File: config.mk
export PLATFORM = sky130hd
export DESIGN_NAME = exc_ctrl_flat
export DESIGN_NICKNAME = d
export VERILOG_FILES = /design/src/rtl/exc_ctrl_if.sv /design/src/rtl/exc_ctrl.sv /design/src/flat_wrapper.sv
export SDC_FILE = /design/constraint.sdc
export NUM_CORES = 1
export LEC_CHECK = 0
export ABC_AREA = 1
export BUFFER_PORTS_ARGS = -buffer_cell sky130_fd_sc_hd__buf_2
export CORE_ASPECT_RATIO = 0.5
export CORE_MARGIN = 3
export CORE_UTILIZATION = 35
export DETAILED_ROUTE_END_ITERATION = 8
export PLACE_DENSITY = 0.75
export SYNTH_ARGS = -nofsm -noshare
export SYNTH_HDL_FRONTEND = slang
export SYNTH_SLANG_ARGS = --single-unit
export TNS_END_PERCENT = 20
File: constraint.sdc
create_clock -name clk -period 1.3 [get_ports clk]
set_input_delay 0.195 -clock clk [delete_from_list [all_inputs] [get_ports clk]]
set_output_delay 0.195 -clock clk [all_outputs]
set_load 0.01 [all_outputs]
File: src/rtl/exc_ctrl_if.sv
// ============================================================================
// Module      : exc_ctrl_if
// Description : MEM-stage inputs and CP0 exception/redirect report bus of the
//               exception controller.
// Revision    : 1.0 - initial release
// ============================================================================
`default_nettype none

interface exc_ctrl_if;
  // MEM stage / pipeline inputs
  logic        stall_i;
  logic        mem_valid;
  logic [31:0] mem_pc;
  logic        mem_in_delay_slot;
  logic        mem_eret;
  logic        mem_if_adel;
  logic        mem_ri;
  logic        mem_sys;
  logic        mem_bp;
  logic        mem_ov;
  logic        mem_adel;
  logic        mem_ades;
  logic [31:0] mem_badaddr;
  logic [5:0]  hw_int;
  logic [31:0] cp0_status;
  logic [31:0] cp0_cause;
  logic [31:0] cp0_epc;
  // report / redirect outputs
  logic        exc_valid;
  logic [4:0]  exc_code;
  logic [31:0] exc_pc;
  logic        exc_bd;
  logic [31:0] exc_badvaddr;
  logic        eret_o;
  logic        flush;
  logic        redirect_valid;
  logic [31:0] redirect_pc;

  // The controller side drives the report
  modport master (
    input  stall_i, mem_valid, mem_pc, mem_in_delay_slot, mem_eret,
           mem_if_adel, mem_ri, mem_sys, mem_bp, mem_ov, mem_adel, mem_ades,
           mem_badaddr, hw_int, cp0_status, cp0_cause, cp0_epc,
    output exc_valid, exc_code, exc_pc, exc_bd, exc_badvaddr, eret_o,
           flush, redirect_valid, redirect_pc
  );

  // Pipeline / CP0 side
  modport slave (
    output stall_i, mem_valid, mem_pc, mem_in_delay_slot, mem_eret,
           mem_if_adel, mem_ri, mem_sys, mem_bp, mem_ov, mem_adel, mem_ades,
           mem_badaddr, hw_int, cp0_status, cp0_cause, cp0_epc,
    input  exc_valid, exc_code, exc_pc, exc_bd, exc_badvaddr, eret_o,
           flush, redirect_valid, redirect_pc
  );
endinterface

`default_nettype wire

File: src/rtl/exc_ctrl.sv
// ============================================================================
// Module      : exc_ctrl
// Description : MEM/commit-point exception and ERET controller. Resolves
//               exception priority, samples interrupts, and issues a one-cycle
//               CP0 report together with pipeline flush and fetch redirect.
// Revision    : 1.0 - initial release
// ============================================================================
`default_nettype none

module exc_ctrl #(
  parameter logic [31:0] EXC_VECTOR   = 32'hBFC00380,
  parameter int unsigned FLUSH_CYCLES = 1
) (
  input  logic       clk,
  input  logic       resetn,
  exc_ctrl_if.master bus
);

  typedef enum logic [0:0] {
    IDLE  = 1'b0,
    FLUSH = 1'b1
  } state_t;

  localparam logic [3:0] CNT_LOAD = 4'(FLUSH_CYCLES - 1);

  state_t      state, state_next;
  logic [3:0]  cnt, cnt_next;
  logic [5:0]  int_meta, int_s;
  logic [5:0]  int_pend;
  logic        int_take;
  logic        slot;
  logic        exc_any;
  logic        exc_hit;
  logic        eret_hit;
  logic [4:0]  code_d;
  logic [31:0] badvaddr_d;
  logic [31:0] epc_d;

  // CP0 fields that play no role in exception decisions
  logic unused_cp0;
  assign unused_cp0 = ^{bus.cp0_status[31:16], bus.cp0_status[7:2],
                        bus.cp0_cause[31:10], bus.cp0_cause[7:0]};

  // Two-flop synchronizer for the asynchronous interrupt lines
  always_ff @(posedge clk or negedge resetn) begin
    if (!resetn) begin
      int_meta <= '0;
      int_s    <= '0;
    end else begin
      int_meta <= bus.hw_int;
      int_s    <= int_meta;
    end
  end

  assign int_pend = (int_s & bus.cp0_status[15:10])
                  | {4'b0, bus.cp0_cause[9:8] & bus.cp0_status[9:8]};
  assign int_take = (|int_pend) & bus.cp0_status[0] & ~bus.cp0_status[1];
  assign slot     = (state == IDLE) & bus.mem_valid & ~bus.stall_i;
  assign epc_d    = bus.mem_in_delay_slot ? (bus.mem_pc - 32'd4) : bus.mem_pc;

  // Priority resolution of the exception sources (interrupt highest)
  always_comb begin
    exc_any    = 1'b1;
    code_d     = 5'd0;
    badvaddr_d = 32'd0;
    if (int_take) begin
      code_d = 5'd0;
    end else if (bus.mem_if_adel) begin
      code_d     = 5'd4;
      badvaddr_d = bus.mem_pc;
    end else if (bus.mem_ri) begin
      code_d = 5'd10;
    end else if (bus.mem_sys) begin
      code_d = 5'd8;
    end else if (bus.mem_bp) begin
      code_d = 5'd9;
    end else if (bus.mem_ov) begin
      code_d = 5'd12;
    end else if (bus.mem_adel) begin
      code_d     = 5'd4;
      badvaddr_d = bus.mem_badaddr;
    end else if (bus.mem_ades) begin
      code_d     = 5'd5;
      badvaddr_d = bus.mem_badaddr;
    end else begin
      exc_any = 1'b0;
    end
  end

  assign exc_hit  = slot & exc_any;
  assign eret_hit = slot & bus.mem_eret & ~exc_any;

  // FSM state and flush counter register
  always_ff @(posedge clk or negedge resetn) begin
    if (!resetn) begin
      state <= IDLE;
      cnt   <= '0;
    end else begin
      state <= state_next;
      cnt   <= cnt_next;
    end
  end

  // Next-state logic: a report starts a FLUSH window that blocks detection
  always_comb begin
    state_next = state;
    cnt_next   = cnt;
    case (state)
      IDLE: begin
        if (exc_hit || eret_hit) begin
          state_next = FLUSH;
          cnt_next   = CNT_LOAD;
        end
      end
      FLUSH: begin
        if (cnt != 4'd0) cnt_next = cnt - 4'd1;
        else             state_next = IDLE;
      end
      default: begin
        state_next = IDLE;
        cnt_next   = '0;
      end
    endcase
  end

  // Registered one-cycle report; every field returns to zero afterwards
  always_ff @(posedge clk or negedge resetn) begin
    if (!resetn) begin
      bus.exc_valid      <= 1'b0;
      bus.exc_code       <= '0;
      bus.exc_pc         <= '0;
      bus.exc_bd         <= 1'b0;
      bus.exc_badvaddr   <= '0;
      bus.eret_o         <= 1'b0;
      bus.flush          <= 1'b0;
      bus.redirect_valid <= 1'b0;
      bus.redirect_pc    <= '0;
    end else begin
      bus.exc_valid      <= exc_hit;
      bus.exc_code       <= exc_hit ? code_d : 5'd0;
      bus.exc_pc         <= exc_hit ? epc_d : 32'd0;
      bus.exc_bd         <= exc_hit & bus.mem_in_delay_slot;
      bus.exc_badvaddr   <= exc_hit ? badvaddr_d : 32'd0;
      bus.eret_o         <= eret_hit;
      bus.flush          <= exc_hit | eret_hit;
      bus.redirect_valid <= exc_hit | eret_hit;
      bus.redirect_pc    <= exc_hit ? EXC_VECTOR :
                            (eret_hit ? bus.cp0_epc : 32'd0);
    end
  end

endmodule

`default_nettype wire

File: src/flat_wrapper.sv
// flat-port wrapper written by rule: the top's interface ports become plain ports
module exc_ctrl_flat 
#(
  parameter logic [31:0] EXC_VECTOR   = 32'hBFC00380,
  parameter int unsigned FLUSH_CYCLES = 1
)
  (clk, resetn, bus_stall_i, bus_mem_valid, bus_mem_pc, bus_mem_in_delay_slot, bus_mem_eret, bus_mem_if_adel, bus_mem_ri, bus_mem_sys, bus_mem_bp, bus_mem_ov, bus_mem_adel, bus_mem_ades, bus_mem_badaddr, bus_hw_int, bus_cp0_status, bus_cp0_cause, bus_cp0_epc, bus_exc_valid, bus_exc_code, bus_exc_pc, bus_exc_bd, bus_exc_badvaddr, bus_eret_o, bus_flush, bus_redirect_valid, bus_redirect_pc);
  exc_ctrl_if bus_i ();
  input  logic clk;
  input  logic resetn;
  input wire logic [$bits(bus_i.stall_i)-1:0] bus_stall_i;
  input wire logic [$bits(bus_i.mem_valid)-1:0] bus_mem_valid;
  input wire logic [$bits(bus_i.mem_pc)-1:0] bus_mem_pc;
  input wire logic [$bits(bus_i.mem_in_delay_slot)-1:0] bus_mem_in_delay_slot;
  input wire logic [$bits(bus_i.mem_eret)-1:0] bus_mem_eret;
  input wire logic [$bits(bus_i.mem_if_adel)-1:0] bus_mem_if_adel;
  input wire logic [$bits(bus_i.mem_ri)-1:0] bus_mem_ri;
  input wire logic [$bits(bus_i.mem_sys)-1:0] bus_mem_sys;
  input wire logic [$bits(bus_i.mem_bp)-1:0] bus_mem_bp;
  input wire logic [$bits(bus_i.mem_ov)-1:0] bus_mem_ov;
  input wire logic [$bits(bus_i.mem_adel)-1:0] bus_mem_adel;
  input wire logic [$bits(bus_i.mem_ades)-1:0] bus_mem_ades;
  input wire logic [$bits(bus_i.mem_badaddr)-1:0] bus_mem_badaddr;
  input wire logic [$bits(bus_i.hw_int)-1:0] bus_hw_int;
  input wire logic [$bits(bus_i.cp0_status)-1:0] bus_cp0_status;
  input wire logic [$bits(bus_i.cp0_cause)-1:0] bus_cp0_cause;
  input wire logic [$bits(bus_i.cp0_epc)-1:0] bus_cp0_epc;
  output wire logic [$bits(bus_i.exc_valid)-1:0] bus_exc_valid;
  output wire logic [$bits(bus_i.exc_code)-1:0] bus_exc_code;
  output wire logic [$bits(bus_i.exc_pc)-1:0] bus_exc_pc;
  output wire logic [$bits(bus_i.exc_bd)-1:0] bus_exc_bd;
  output wire logic [$bits(bus_i.exc_badvaddr)-1:0] bus_exc_badvaddr;
  output wire logic [$bits(bus_i.eret_o)-1:0] bus_eret_o;
  output wire logic [$bits(bus_i.flush)-1:0] bus_flush;
  output wire logic [$bits(bus_i.redirect_valid)-1:0] bus_redirect_valid;
  output wire logic [$bits(bus_i.redirect_pc)-1:0] bus_redirect_pc;
  assign bus_i.stall_i = bus_stall_i;
  assign bus_i.mem_valid = bus_mem_valid;
  assign bus_i.mem_pc = bus_mem_pc;
  assign bus_i.mem_in_delay_slot = bus_mem_in_delay_slot;
  assign bus_i.mem_eret = bus_mem_eret;
  assign bus_i.mem_if_adel = bus_mem_if_adel;
  assign bus_i.mem_ri = bus_mem_ri;
  assign bus_i.mem_sys = bus_mem_sys;
  assign bus_i.mem_bp = bus_mem_bp;
  assign bus_i.mem_ov = bus_mem_ov;
  assign bus_i.mem_adel = bus_mem_adel;
  assign bus_i.mem_ades = bus_mem_ades;
  assign bus_i.mem_badaddr = bus_mem_badaddr;
  assign bus_i.hw_int = bus_hw_int;
  assign bus_i.cp0_status = bus_cp0_status;
  assign bus_i.cp0_cause = bus_cp0_cause;
  assign bus_i.cp0_epc = bus_cp0_epc;
  assign bus_exc_valid = bus_i.exc_valid;
  assign bus_exc_code = bus_i.exc_code;
  assign bus_exc_pc = bus_i.exc_pc;
  assign bus_exc_bd = bus_i.exc_bd;
  assign bus_exc_badvaddr = bus_i.exc_badvaddr;
  assign bus_eret_o = bus_i.eret_o;
  assign bus_flush = bus_i.flush;
  assign bus_redirect_valid = bus_i.redirect_valid;
  assign bus_redirect_pc = bus_i.redirect_pc;
  exc_ctrl #(.EXC_VECTOR(EXC_VECTOR), .FLUSH_CYCLES(FLUSH_CYCLES)) u_core (.clk(clk), .resetn(resetn), .bus(bus_i));
endmodule
==> results.txt <==
- The count of cells in the finished layout, fillers not included, comes to 1080.
* H-Tree Depth: 4
- Setup repair after global routing could not meet its margin everywhere.
* Layout area overhead: 60.0%
- Iteration count of the initial detailed-routing pass: 7
- Maximum buffer depth of the clock tree: 2
- Number of CTS-inserted buffers: 17
- Total power draw: 11.3 mW
- Input/output buffers: 231
* Final routed wirelength across all metal layers: 17.8 mm
- Failing checks: setup timing
* Endpoint arrival time on the critical path: 1.86 ns
- Clock tree from TritonCTS: done
* Initial antenna violation count: 1
* Highest clock rate: 650 MHz
* Global placer's final weighted congestion: 0.851
- Number of standard cells after synthesis: 538
- In the final timing run, aggregate negative setup slack is -10.47 ns.
* Number of synthesized register bits: 121
- Standard cell area after detailed placement: 0.00700 mm2
- Summing all non-filler instances in the final layout gives an area of 0.00829 mm2.
* Number of warning messages in the yosys log: 0
- DR vias: 5108
- Peak supply drop: 1.13 mV
* Run status: complete, but fails checks
- Sequential cell area fraction in the yosys report: 58.4%
- Most common library cell in the layout ignoring fill and taps: sky130_fd_sc_hd__buf_2
* 1st-iter DRT viols: 300
* Syn Std Cell Area: 0.00518 mm2
- The root buffer cell chosen for the clock tree is sky130_fd_sc_hd__clkbuf_16.
- The wire-length estimate of the detail-placed layout is 11.8 mm.
* Number of endpoints failing setup at the final stage: 107
* Synth cell types: 39
* Final core utilization: 59.2%
- Global-route wire length before repair: 26.6 mm
* Worst-Skew Late Latency: 0.41 ns
* Initial standard-cell utilization of the core: 37.0%
- Die height: 92.0 um
- Number of top-level pins: 285
- The floorplan step defined a die boundary enclosing 0.0164 mm2.
- Subtracting the final worst setup slack from the clock period gives 1.54 ns.
- Post-route fraction of the period consumed by the critical path: 118%
- For the final database, setup skew stands at 0.00672 ns.
* Layout cell share with drive strength beyond 1: 43.5%
- Entering global routing, the biggest net connects 35 pins.
- 0 antenna diodes ended up in the layout.
- After global routing the overflow that remains totals 0.
- Mean instance size in the synthesized netlist: 9.63 um2
- The worst setup path is launched from a flip-flop.
- FF-to-FF path depth: 9
* Syn_nets: 719
- After detailed routing, the average wire length per cell comes to 16.5 um.
- Post-route worst setup slack: -0.240 ns
- Final hold vios: 0
- The number of global-route vias before repair is 5290.
- Number of sinks driven by the clock tree: 121
- The tool flagged a number of max-cap violations equal to 0.
* Crit Path Category: flip-flop to flip-flop
* Die W: 178 um
- Clock transition at the registers of the reported paths: 0.06 ns
- After floorplanning, the core was divided into 30 placement rows.
* Crit. End Element: flip-flop
* Power per cell area: 1360 mW/mm2
- At the worst endpoint, the required time is 1.62 ns.
* Leakage power of the design: 4.67 nW
* Hold Path Stages: 3
* Number of design rule violations left after detail routing: 0
* Path type of the worst min-delay path: input pin to flip-flop
- The count of nets left with antenna violations once routing finished came out at 0.
- Most frequent cells in the layout: 230 x sky130_fd_sc_hd__buf_2, 121 x sky130_fd_sc_hd__dfrtp_1, 97 x sky130_fd_sc_hd__nor2_1
- Worst Path Max Fanout: 6
- Total number of nets in the final design: 1056
- Final Max Slew Viols: 0
* Total track usage: 21.0%
- In the routed layout, each cell is associated on average with a via count of 4.73.
- Fill count: 1119
* Post-Place Cells: 1001
- Core Footprint: 0.0140 mm2
## worst max-delay path, stage by stage (launching register included)
cell and delay [ns]:
sky130_fd_sc_hd__dfrtp_1 0.36, sky130_fd_sc_hd__nand2_1 0.06, sky130_fd_sc_hd__nand2_1 0.04, sky130_fd_sc_hd__nor2_1 0.11, sky130_fd_sc_hd__nand2_1 0.10, sky130_fd_sc_hd__nand2_4 0.11, sky130_fd_sc_hd__buf_6 0.11, sky130_fd_sc_hd__nand3_4 0.18
sky130_fd_sc_hd__buf_6 0.21, sky130_fd_sc_hd__nor2_1 0.16
## per-layer routing
layer	wire length (um)	track usage, %	share of wire (%)	vias to the layer above
li1	-	-	-	2373
met1	6640	23.4	37	2438
met2	9070	36.8	51	226
met3	1200	5.62	6.7	69
met4	883	10.6	5.0	2
met5	13	0	0.073	-
## through the flow
| step | setup WS (ns) | hold slack [ns] |
|---|---|---|
| 5_1_grt | -0.342 | 0.0135 |
| 4_1_cts | -0.135 | 0.00692 |
| 3_3_place_gp | -0.140 | 0.140 |
| 3_5_place_dp | -0.190 | 0.140 |
| 6_report | -0.240 | 0.0230 |
| 2_1_floorplan | -0.00154 | -0.101 |
## report_power, final
group	switching, mW	leakage (nW)	internal (mW)
logic	1.11	2.74	0.991
clock network	1.79	0.293	3.22
registers	0.103	1.63	4.05
total	3.01	4.67	8.26
## cells in the mapped netlist, drive strengths merged
master	instances	area (um2)
clkbuf	3	11.3
xor2	12	105
buf	17	143
nand2	96	398
nor3b	2	15.0
dfrtp	121	3030
nor2	126	539
a31oi	3	18.8
or3	1	6.26
a21oi	5	25.0
xnor2	2	17.5
o21bai	1	7.51
inv	67	254
conb	1	3.75
nand3	10	80.1
o21ai	6	30.0
ha	2	25.0
nor4	2	12.5
a22oi	32	240
nor3	10	71.3
a211oi	1	7.51
nand3b	4	55.1
or2	1	6.26
nand4	13	81.3
## worst paths after layout
| kind | startpoint | end | slack, ns |
|---|---|---|---|
| hold reg to reg | u_core.int_meta[4]$_DFF_PN0_ | u_core.int_s[4]$_DFF_PN0_ | 0.35 |
| max in group asynchronous | resetn | u_core.bus.redirect_pc[21]$_DFF_PN0_ | 0.51 |
| setup reg to reg | u_core.int_s[0]$_DFF_PN0_ | u_core.bus.redirect_pc[13]$_DFF_PN0_ | -0.24 |
| setup / recovery | u_core.int_s[0]$_DFF_PN0_ | u_core.bus.redirect_pc[13]$_DFF_PN0_ | -0.24 |
| hold / removal | bus_mem_badaddr[24] | u_core.bus.exc_badvaddr[24]$_DFF_PN0_ | 0.02 |
| min in group asynchronous | resetn | u_core.bus.exc_pc[1]$_DFF_PN0_ | 0.26 |
## sequential cells by signal, indices dropped and copies added (netlist names), 4 cells and up
signal and flops:
u_core.bus.exc_code 4, u_core.int_s 6, u_core.int_meta 6, u_core.bus.exc_badvaddr 32, u_core.bus.exc_pc 32, u_core.bus.redirect_pc 32
u_core.cnt 4
## what timing repair did
action / 4_1_cts / 5_1_grt
resized for setup: 7 / 37
endpoints found under the hold margin: 56 / 0
gates cloned: 1 / 5
pin swaps: 3 / 7
buffers inserted: 1 / 1
endpoints found under the setup margin: 106 / 109
hold buffers: 39 / 0
## layout make-up
type | instances | area, um2 | share of cell area, %
Tap cell | 192 | 240 | 2.90
Sequential cell | 121 | 3030 | 36.5
Multi-Input combinational cell | 331 | 1860 | 22.5
Inverter | 67 | 262 | 3.15
Clock buffer | 18 | 429 | 5.18
Clock inverter | 14 | 199 | 2.40
Timing Repair Buffer | 337 | 2270 | 27.4
## logic make-up after synthesis
group	share of synthesized area, %
AND/OR/NAND/NOR	24.4
flip-flops	58.4
buffers and inverters	7.87
AO/OA/AOI/OAI	6.35
XOR/XNOR	2.37
adder cells (fa/ha/maj)	0.483
other	0.0724
(Power assumes the default switching activity.)
